$ cat config.mk
export PLATFORM = sky130hd
export DESIGN_NAME = cache_line_refill
export DESIGN_NICKNAME = d
export VERILOG_FILES = /design/src/rtl/cache_pkg.sv /design/src/rtl/cache_line_refill.sv
export SDC_FILE = /design/constraint.sdc
export NUM_CORES = 1
export LEC_CHECK = 0
export CAP_MARGIN = 40
export CORE_MARGIN = 2
export CORE_UTILIZATION = 45
export CTS_CLUSTER_DIAMETER = 40
export DETAILED_ROUTE_END_ITERATION = 12
export PLACE_DENSITY = 0.95
export SLEW_MARGIN = 15
export SYNTH_ARGS = -nofsm -noshare
export SYNTH_HDL_FRONTEND = slang
export SYNTH_SLANG_ARGS = --single-unit
$ cat constraint.sdc
create_clock -name clk -period 2.8 [get_ports clk]
set_input_delay 0.56 -clock clk [delete_from_list [all_inputs] [get_ports clk]]
set_output_delay 0.56 -clock clk [all_outputs]
set_load 0.01 [all_outputs]
$ cat src/rtl/cache_pkg.sv
// Shared cache geometry, field types and refill FSM encoding.
// Imported by the lookup stage and by the line refill block.
package cache_pkg;

    localparam int ADDR_W         = 32;
    localparam int DATA_W         = 32;
    localparam int INDEX_W        = 8;
    localparam int OFFSET_W       = 4;
    localparam int TAG_W          = ADDR_W - INDEX_W - OFFSET_W;
    localparam int WORDS_PER_LINE = 1 << OFFSET_W;

    typedef logic [TAG_W-1:0]    tag_t;
    typedef logic [INDEX_W-1:0]  index_t;
    typedef logic [OFFSET_W-1:0] offset_t;
    typedef logic [DATA_W-1:0]   word_t;
    typedef logic [ADDR_W-1:0]   addr_t;

    typedef enum logic [1:0] {
        RS_IDLE   = 2'd0,
        RS_INVAL  = 2'd1,
        RS_FETCH  = 2'd2,
        RS_COMMIT = 2'd3
    } refill_state_t;

    function automatic tag_t addr_tag(input addr_t a);
        return a[ADDR_W-1 -: TAG_W];
    endfunction

    function automatic index_t addr_index(input addr_t a);
        return a[OFFSET_W +: INDEX_W];
    endfunction

    function automatic offset_t addr_offset(input addr_t a);
        return a[OFFSET_W-1:0];
    endfunction

endpackage

$ cat src/rtl/cache_line_refill.sv
// Line refill for the direct-mapped cache: invalidate tag, fetch 16 words
// critical-word-first with wrap, write them, then commit the valid tag.
module cache_line_refill
    import cache_pkg::*;
(
    input  logic                clk,
    input  logic                rst_n,
    input  logic                miss_valid,
    input  logic [ADDR_W-1:0]   miss_addr,
    output logic                miss_ready,
    output logic                mem_rd_req,
    output logic [ADDR_W-1:0]   mem_rd_addr,
    input  logic                mem_rd_ack,
    input  logic [DATA_W-1:0]   mem_rd_data,
    output logic                fill_we,
    output logic [INDEX_W-1:0]  fill_index,
    output logic [OFFSET_W-1:0] fill_offset,
    output logic [DATA_W-1:0]   fill_data,
    output logic                tag_we,
    output logic                tag_valid,
    output logic [TAG_W-1:0]    tag_data,
    output logic                crit_valid,
    output logic [DATA_W-1:0]   crit_data,
    output logic                busy,
    output logic                done
);

    localparam logic [1:0] S_IDLE   = RS_IDLE;
    localparam logic [1:0] S_INVAL  = RS_INVAL;
    localparam logic [1:0] S_FETCH  = RS_FETCH;
    localparam logic [1:0] S_COMMIT = RS_COMMIT;

    localparam offset_t LAST_WORD = offset_t'(WORDS_PER_LINE - 1);

    logic [1:0] state_reg, state_next;
    addr_t      addr_reg, addr_next;
    offset_t    ptr_reg, ptr_next;
    offset_t    cnt_reg, cnt_next;
    logic       fill_we_reg, fill_we_next;
    offset_t    fill_offset_reg, fill_offset_next;
    word_t      fill_data_reg, fill_data_next;
    logic       crit_valid_reg, crit_valid_next;
    word_t      crit_data_reg, crit_data_next;

    always_comb begin
        state_next       = state_reg;
        addr_next        = addr_reg;
        ptr_next         = ptr_reg;
        cnt_next         = cnt_reg;
        fill_we_next     = 1'b0;
        fill_offset_next = fill_offset_reg;
        fill_data_next   = fill_data_reg;
        crit_valid_next  = 1'b0;
        crit_data_next   = crit_data_reg;

        case (state_reg)
            S_IDLE: begin
                if (miss_valid) begin
                    addr_next  = miss_addr;
                    ptr_next   = addr_offset(miss_addr);
                    cnt_next   = '0;
                    state_next = S_INVAL;
                end
            end
            S_INVAL: begin
                state_next = S_FETCH;
            end
            S_FETCH: begin
                if (mem_rd_ack) begin
                    fill_we_next     = 1'b1;
                    fill_offset_next = ptr_reg;
                    fill_data_next   = mem_rd_data;
                    // Offset arithmetic wraps naturally at the line boundary.
                    ptr_next         = ptr_reg + offset_t'(1);
                    cnt_next         = cnt_reg + offset_t'(1);
                    if (cnt_reg == '0) begin
                        crit_valid_next = 1'b1;
                        crit_data_next  = mem_rd_data;
                    end
                    if (cnt_reg == LAST_WORD) begin
                        state_next = S_COMMIT;
                    end
                end
            end
            S_COMMIT: begin
                state_next = S_IDLE;
            end
            default: begin
                state_next = S_IDLE;
            end
        endcase
    end

    always_ff @(posedge clk or negedge rst_n) begin
        if (!rst_n) begin
            state_reg       <= S_IDLE;
            addr_reg        <= '0;
            ptr_reg         <= '0;
            cnt_reg         <= '0;
            fill_we_reg     <= 1'b0;
            fill_offset_reg <= '0;
            fill_data_reg   <= '0;
            crit_valid_reg  <= 1'b0;
            crit_data_reg   <= '0;
        end else begin
            state_reg       <= state_next;
            addr_reg        <= addr_next;
            ptr_reg         <= ptr_next;
            cnt_reg         <= cnt_next;
            fill_we_reg     <= fill_we_next;
            fill_offset_reg <= fill_offset_next;
            fill_data_reg   <= fill_data_next;
            crit_valid_reg  <= crit_valid_next;
            crit_data_reg   <= crit_data_next;
        end
    end

    // Strobes decode from state only, so an asynchronous reset removes them
    // before the next edge and no array write can follow it.
    assign miss_ready  = (state_reg == S_IDLE);
    assign busy        = (state_reg != S_IDLE);
    assign done        = (state_reg == S_COMMIT);
    assign mem_rd_req  = (state_reg == S_FETCH);
    assign mem_rd_addr = (state_reg == S_FETCH) ? {addr_reg[ADDR_W-1:OFFSET_W], ptr_reg} : '0;
    assign tag_we      = (state_reg == S_INVAL) || (state_reg == S_COMMIT);
    assign tag_valid   = (state_reg == S_COMMIT);
    assign tag_data    = addr_tag(addr_reg);
    assign fill_index  = addr_index(addr_reg);
    assign fill_we     = fill_we_reg;
    assign fill_offset = fill_offset_reg;
    assign fill_data   = fill_data_reg;
    assign crit_valid  = crit_valid_reg;
    assign crit_data   = crit_data_reg;

endmodule

After elaboration in Yosys (flattened, before gate mapping)
Cells that the tools add are included.
{"block": "totals", "ff_bits": 112, "inputBits": 68, "word_cells": 44}
{"block": "op_classes", "add_sub_neg": 2, "eq_ne": 7, "mux": 16, "n_reduce_logical": 10}
{"op": "2-to-1 mux 32 bit", "count": 1}
{"op": "2-to-1 mux 4 bit", "count": 4}
{"op": "one-hot mux 4 bit (2 select lines)", "count": 2}
{"op": "AND reduction 3 bit", "count": 3}
{"op": "adder 4 x 1 -> 4 bit, second input constant", "count": 2}
{"op": "one-hot mux 2 bit (4 select lines)", "count": 1}
{"op": "2-to-1 mux 2 bit", "count": 3}
{"op": "2-to-1 mux 1 bit", "count": 5}
{"op": "== test 2 bit, second input constant", "count": 2}
{"op": "== test 4 bit, second input constant", "count": 1}
{"op": "zero test 4 bit", "count": 1}
{"op": "!= test 2 x 1 -> 1 bit, second input constant", "count": 2}
{"op": "AND reduction 2 bit", "count": 2}
{"op": "nonzero test 2 bit", "count": 2}
{"op": "== test 2 x 1 -> 1 bit, second input constant", "count": 1}
{"op": "zero test 2 bit", "count": 1}
{"op": "!= test 2 bit, second input constant", "count": 1}
{"op": "logical OR 1 bit", "count": 1}

Depth between registers and ports, before layout
{"block": "depth", "ltp_word": 4, "depth_mapped": 8}

Least setup slack after synthesis
Ideal clock, no wire load.
{"block": "synth_timing", "path_type": "reg2out", "start": "register state_reg[0]", "end": "output port mem_rd_addr[30]", "arrival_time_ns": 1.563, "required_ns": 2.240, "path_slack_ns": 0.677, "path_stages_with_launch": 7, "cell_sequence": "dfrtp_1 inv_1 ha_1 clkbuf_8 clkbuf_1 clkbuf_1 and2_1"}
{"block": "synth_via", "elab_chain_cells": 2}
{"element": "start, declared", "line_no": "cache_line_refill.sv:35", "source": "logic [1:0] state_reg, state_next;"}
{"element": "start signal, assigned", "line_no": "cache_line_refill.sv:106", "source": "state_reg <= state_next;"}
{"element": "== test 2 bit"}
{"element": "named net mem_rd_req", "line_no": "cache_line_refill.sv:11", "source": "output logic mem_rd_req,"}
{"element": "2-to-1 mux 32 bit", "line_no": "cache_line_refill.sv:124", "source": "assign mem_rd_addr = (state_reg == S_FETCH) ? {addr_reg[ADDR_W-1:OFFSET_W], ptr_reg} : '0;"}
{"element": "end, declared", "line_no": "cache_line_refill.sv:12", "source": "output logic [ADDR_W-1:0] mem_rd_addr,"}
The timed path passes the listed nets, and every way through them passes these cells.

Worst setup path in the final report
{"block": "layout_timing", "start": "register state_reg[0]", "end": "output port mem_rd_addr[9]"}
{"block": "layout_via", "elab_chain_cells": 2}
{"element": "== test 2 bit", "line_no": "cache_line_refill.sv:124"}
{"element": "2-to-1 mux 32 bit", "line_no": "cache_line_refill.sv:124"}
No other way between the ends.

==> impl_metrics.yaml <==
drt:
  initialDrtViolationCount: 98
  vias_per_cell: 4.98
  dr.pass1.iters: 4
  vias: 3295
  avgRoutedWirePerCell_um: 17.5
  drcViolationCount: 0
  detail-route-antenna-nets: 0
  drt-total-wl_mm: 11.6
clock_tree:
  cts_hold_buf: 0
  ctsResizeCount: 0
  postCtsSetupBuffers: 0
  cts_buffer_depth: 2
  clock-sinks: 108
  insertion_delay_ns: 0.36
  cts_root_buffer: "clkbuf_8"
  cts_tree: "built"
  path_clk_slew_ns: 0.10
  cts_made_buffers: 9
  cts_max_level: 3
sta:
  period_needed_ns: 2.65
  tns_ns: 0
  tightest_slew_ns: 0.644
  finalCritPeriodShare_pct: 94.5
  skew_ns: 0.0132
  setup_viol: 0
  fmax_ghz: 0.378
  finalHoldViolations: 0
  grt_setup_unrepaired: "false"
  slew_headroom_pct: 56.9
  drv_slew: 0
yosys:
  synth_top_area_share_pct: 58.8
  synthFlopType: "dfrtp_1"
  syn_area_sq_um: 4590
  ys_types: 40
  synth_area_leader_cell: "dfrtp_1"
  synthArstFlopShare_pct: 100
  syn_avg_cell_area_sq_um: 14.3
  synth_edf_count: 0
  synth_seq_cells: 108
  synth.net_count: 397
  yosysMostFrequentCell: "dfrtp_1"
  synthTopCellsByCount: "dfrtp_1, mux2_2, and2_1"
  synth_area_leaders: "dfrtp_1, mux2_2, and2_1"
  synth-seq-area-share_pct: 58.8
  yosys_warnings: 0
  syn_inst: 321
setup_path:
  path_delay_family: "buffers and inverters"
  cp-start-kind: "flop"
  r2r_end: "crit_data[29]$_DFFE_PN0P_"
  critical_path.max_stage_delay_ns: 0.53
  r2r_setup_slack_ns: 0.53
  critPathBufInv: 3
  required_ns: 2.24
  worstSetupEndpoint: "mem_rd_addr[9]"
  crit_path_top_delay_cell: "clkdlybuf4s50_1"
  r2r_start: "state_reg[0]$_DFFE_PN0P_"
  crit_arrival_ns: 2.09
  worst-path-stages: 5
  rr_worst_depth: 7
  crit_fanout: 27
  crit_start: "state_reg[0]$_DFFE_PN0P_"
  end_kind: "output pin"
  critPathKind: "flop to output pin"
  worstPathCellList: "inv_1 -> ha_2 -> clkbuf_16 -> and2_1 -> clkdlybuf4s50_1"
global_routing:
  grt_usage_pct: 21.1
  grt_max_degree: 64
  antenna_found_initial: 0
  grt_overflow: 0
  grt_pass1_wl_mm: 18.5
  grt_pass1_vias: 3557
power_and_ir_drop:
  vdd_drop_max_v: 0.000660
  leakage_nw: 2.93
  switching_share_pct: 32.8
  p_seq_share_pct: 34.5
  p_switching_mw: 2.73
  power.density_nw_per_um2: 1190
  totalPowerFinal_mw: 8.31
  internal-power_mw: 5.58
  clkPwrFrac_pct: 12.9
  combPwrFrac_pct: 52.7
die:
  start_util_pct: 46.6
  die_x_um: 105
  core_sq_um: 9860
  die_y_um: 105
  die_area_sq_um: 11000
  io_pins: 204
  std_cell_rows: 36
placed_design:
  portBuffers: 203
  place_inst: 645
  globalplace.congestion: 0.834
  dpl.hpwl_mm: 8.43
cells_and_area:
  area_delta_synth_final_pct: 52.2
  final_cell_count_no_fill: 662
  nets: 600
  antenna_cells: 0
  drive_gt1_share_pct: 24.6
run_status:
  status: "finished, final reports clean"
hold_path:
  hold_path_class: "input pin to async pin"
run:
  drv_cap: 0
## worst min-delay path by stage
stage                                    startpoint                         end  cells after the start
after CTS                                     rst_n    state_reg[0]$_DFFE_PN0P_                      1
after global routing                          rst_n  fill_offset[2]$_DFFE_PN0P_                      1
after floorplan                               rst_n    addr_reg[10]$_DFFE_PN0P_                      0
after global placement    crit_data[25]$_DFFE_PN0P_   crit_data[25]$_DFFE_PN0P_                      1
final                                         rst_n    state_reg[1]$_DFFE_PN0P_                      1
after detailed placement  crit_data[25]$_DFFE_PN0P_   crit_data[25]$_DFFE_PN0P_                      1
## cells by family after synthesis
logic type,share of synthesized area [%]
AO/OA/AOI/OAI,2.83
adder cells (fa/ha/maj),2.18
buffers and inverters,3.21
flip-flops,58.8
multiplexers,24.5
AND/OR/NAND/NOR,8.47
## power by group through the flow
stage	Sequential (mW)	Clock [mW]	Combinational [mW]
floorplan	3.11	0	1.68
finish	2.86	1.07	4.38
global route	2.98	1.15	4.65
global placement	2.83	0	4.21
CTS	2.87	1.09	4.37
detailed placement	2.89	0	4.35
## placed cells by master, fill, tap and decap left out, types with 3 or more instances in the layout
cell type	Yosys	layout
inv_1	8	8
buf_4	1	3
nor3_1	4	4
nand2b_1	3	3
nand2_1	5	5
clkbuf_8	2	10
dfrtp_1	108	108
mux2_2	97	97
clkdlybuf4s50_1	0	202
nor2_1	4	4
nand3_1	3	3
ha_1	8	7
and2_1	31	31
## stage by stage
stage	instance area (sq um)	util, %	hold slack, ns	setup WS [ns]
floorplan	4590	-	0.264	0.677
global placement	6730	68.2	0.474	0.524
detailed placement	6730	68.2	0.488	0.472
CTS	6970	70.6	0.212	0.126
global route	6990	70.9	0.238	0.0513
finish	6990	70.9	0.201	0.154
## layer usage
metal	track usage, %	part of all wire, %	wire length (um)
met5	0	0	0
met4	6.57	1.4	157
met3	4.80	6.5	759
met2	38.5	53	6150
met1	24.6	39	4550
## final cells by class
type	count	area, sq um
Clock buffer	10	138
Clock inverter	6	96.3
Fill cell	667	2870
Inverter	9	33.8
Multi-Input combinational cell	188	1750
Sequential cell	108	2700
Tap cell	133	166
Timing Repair Buffer	208	2110
Power figures use the tool's default switching activity.
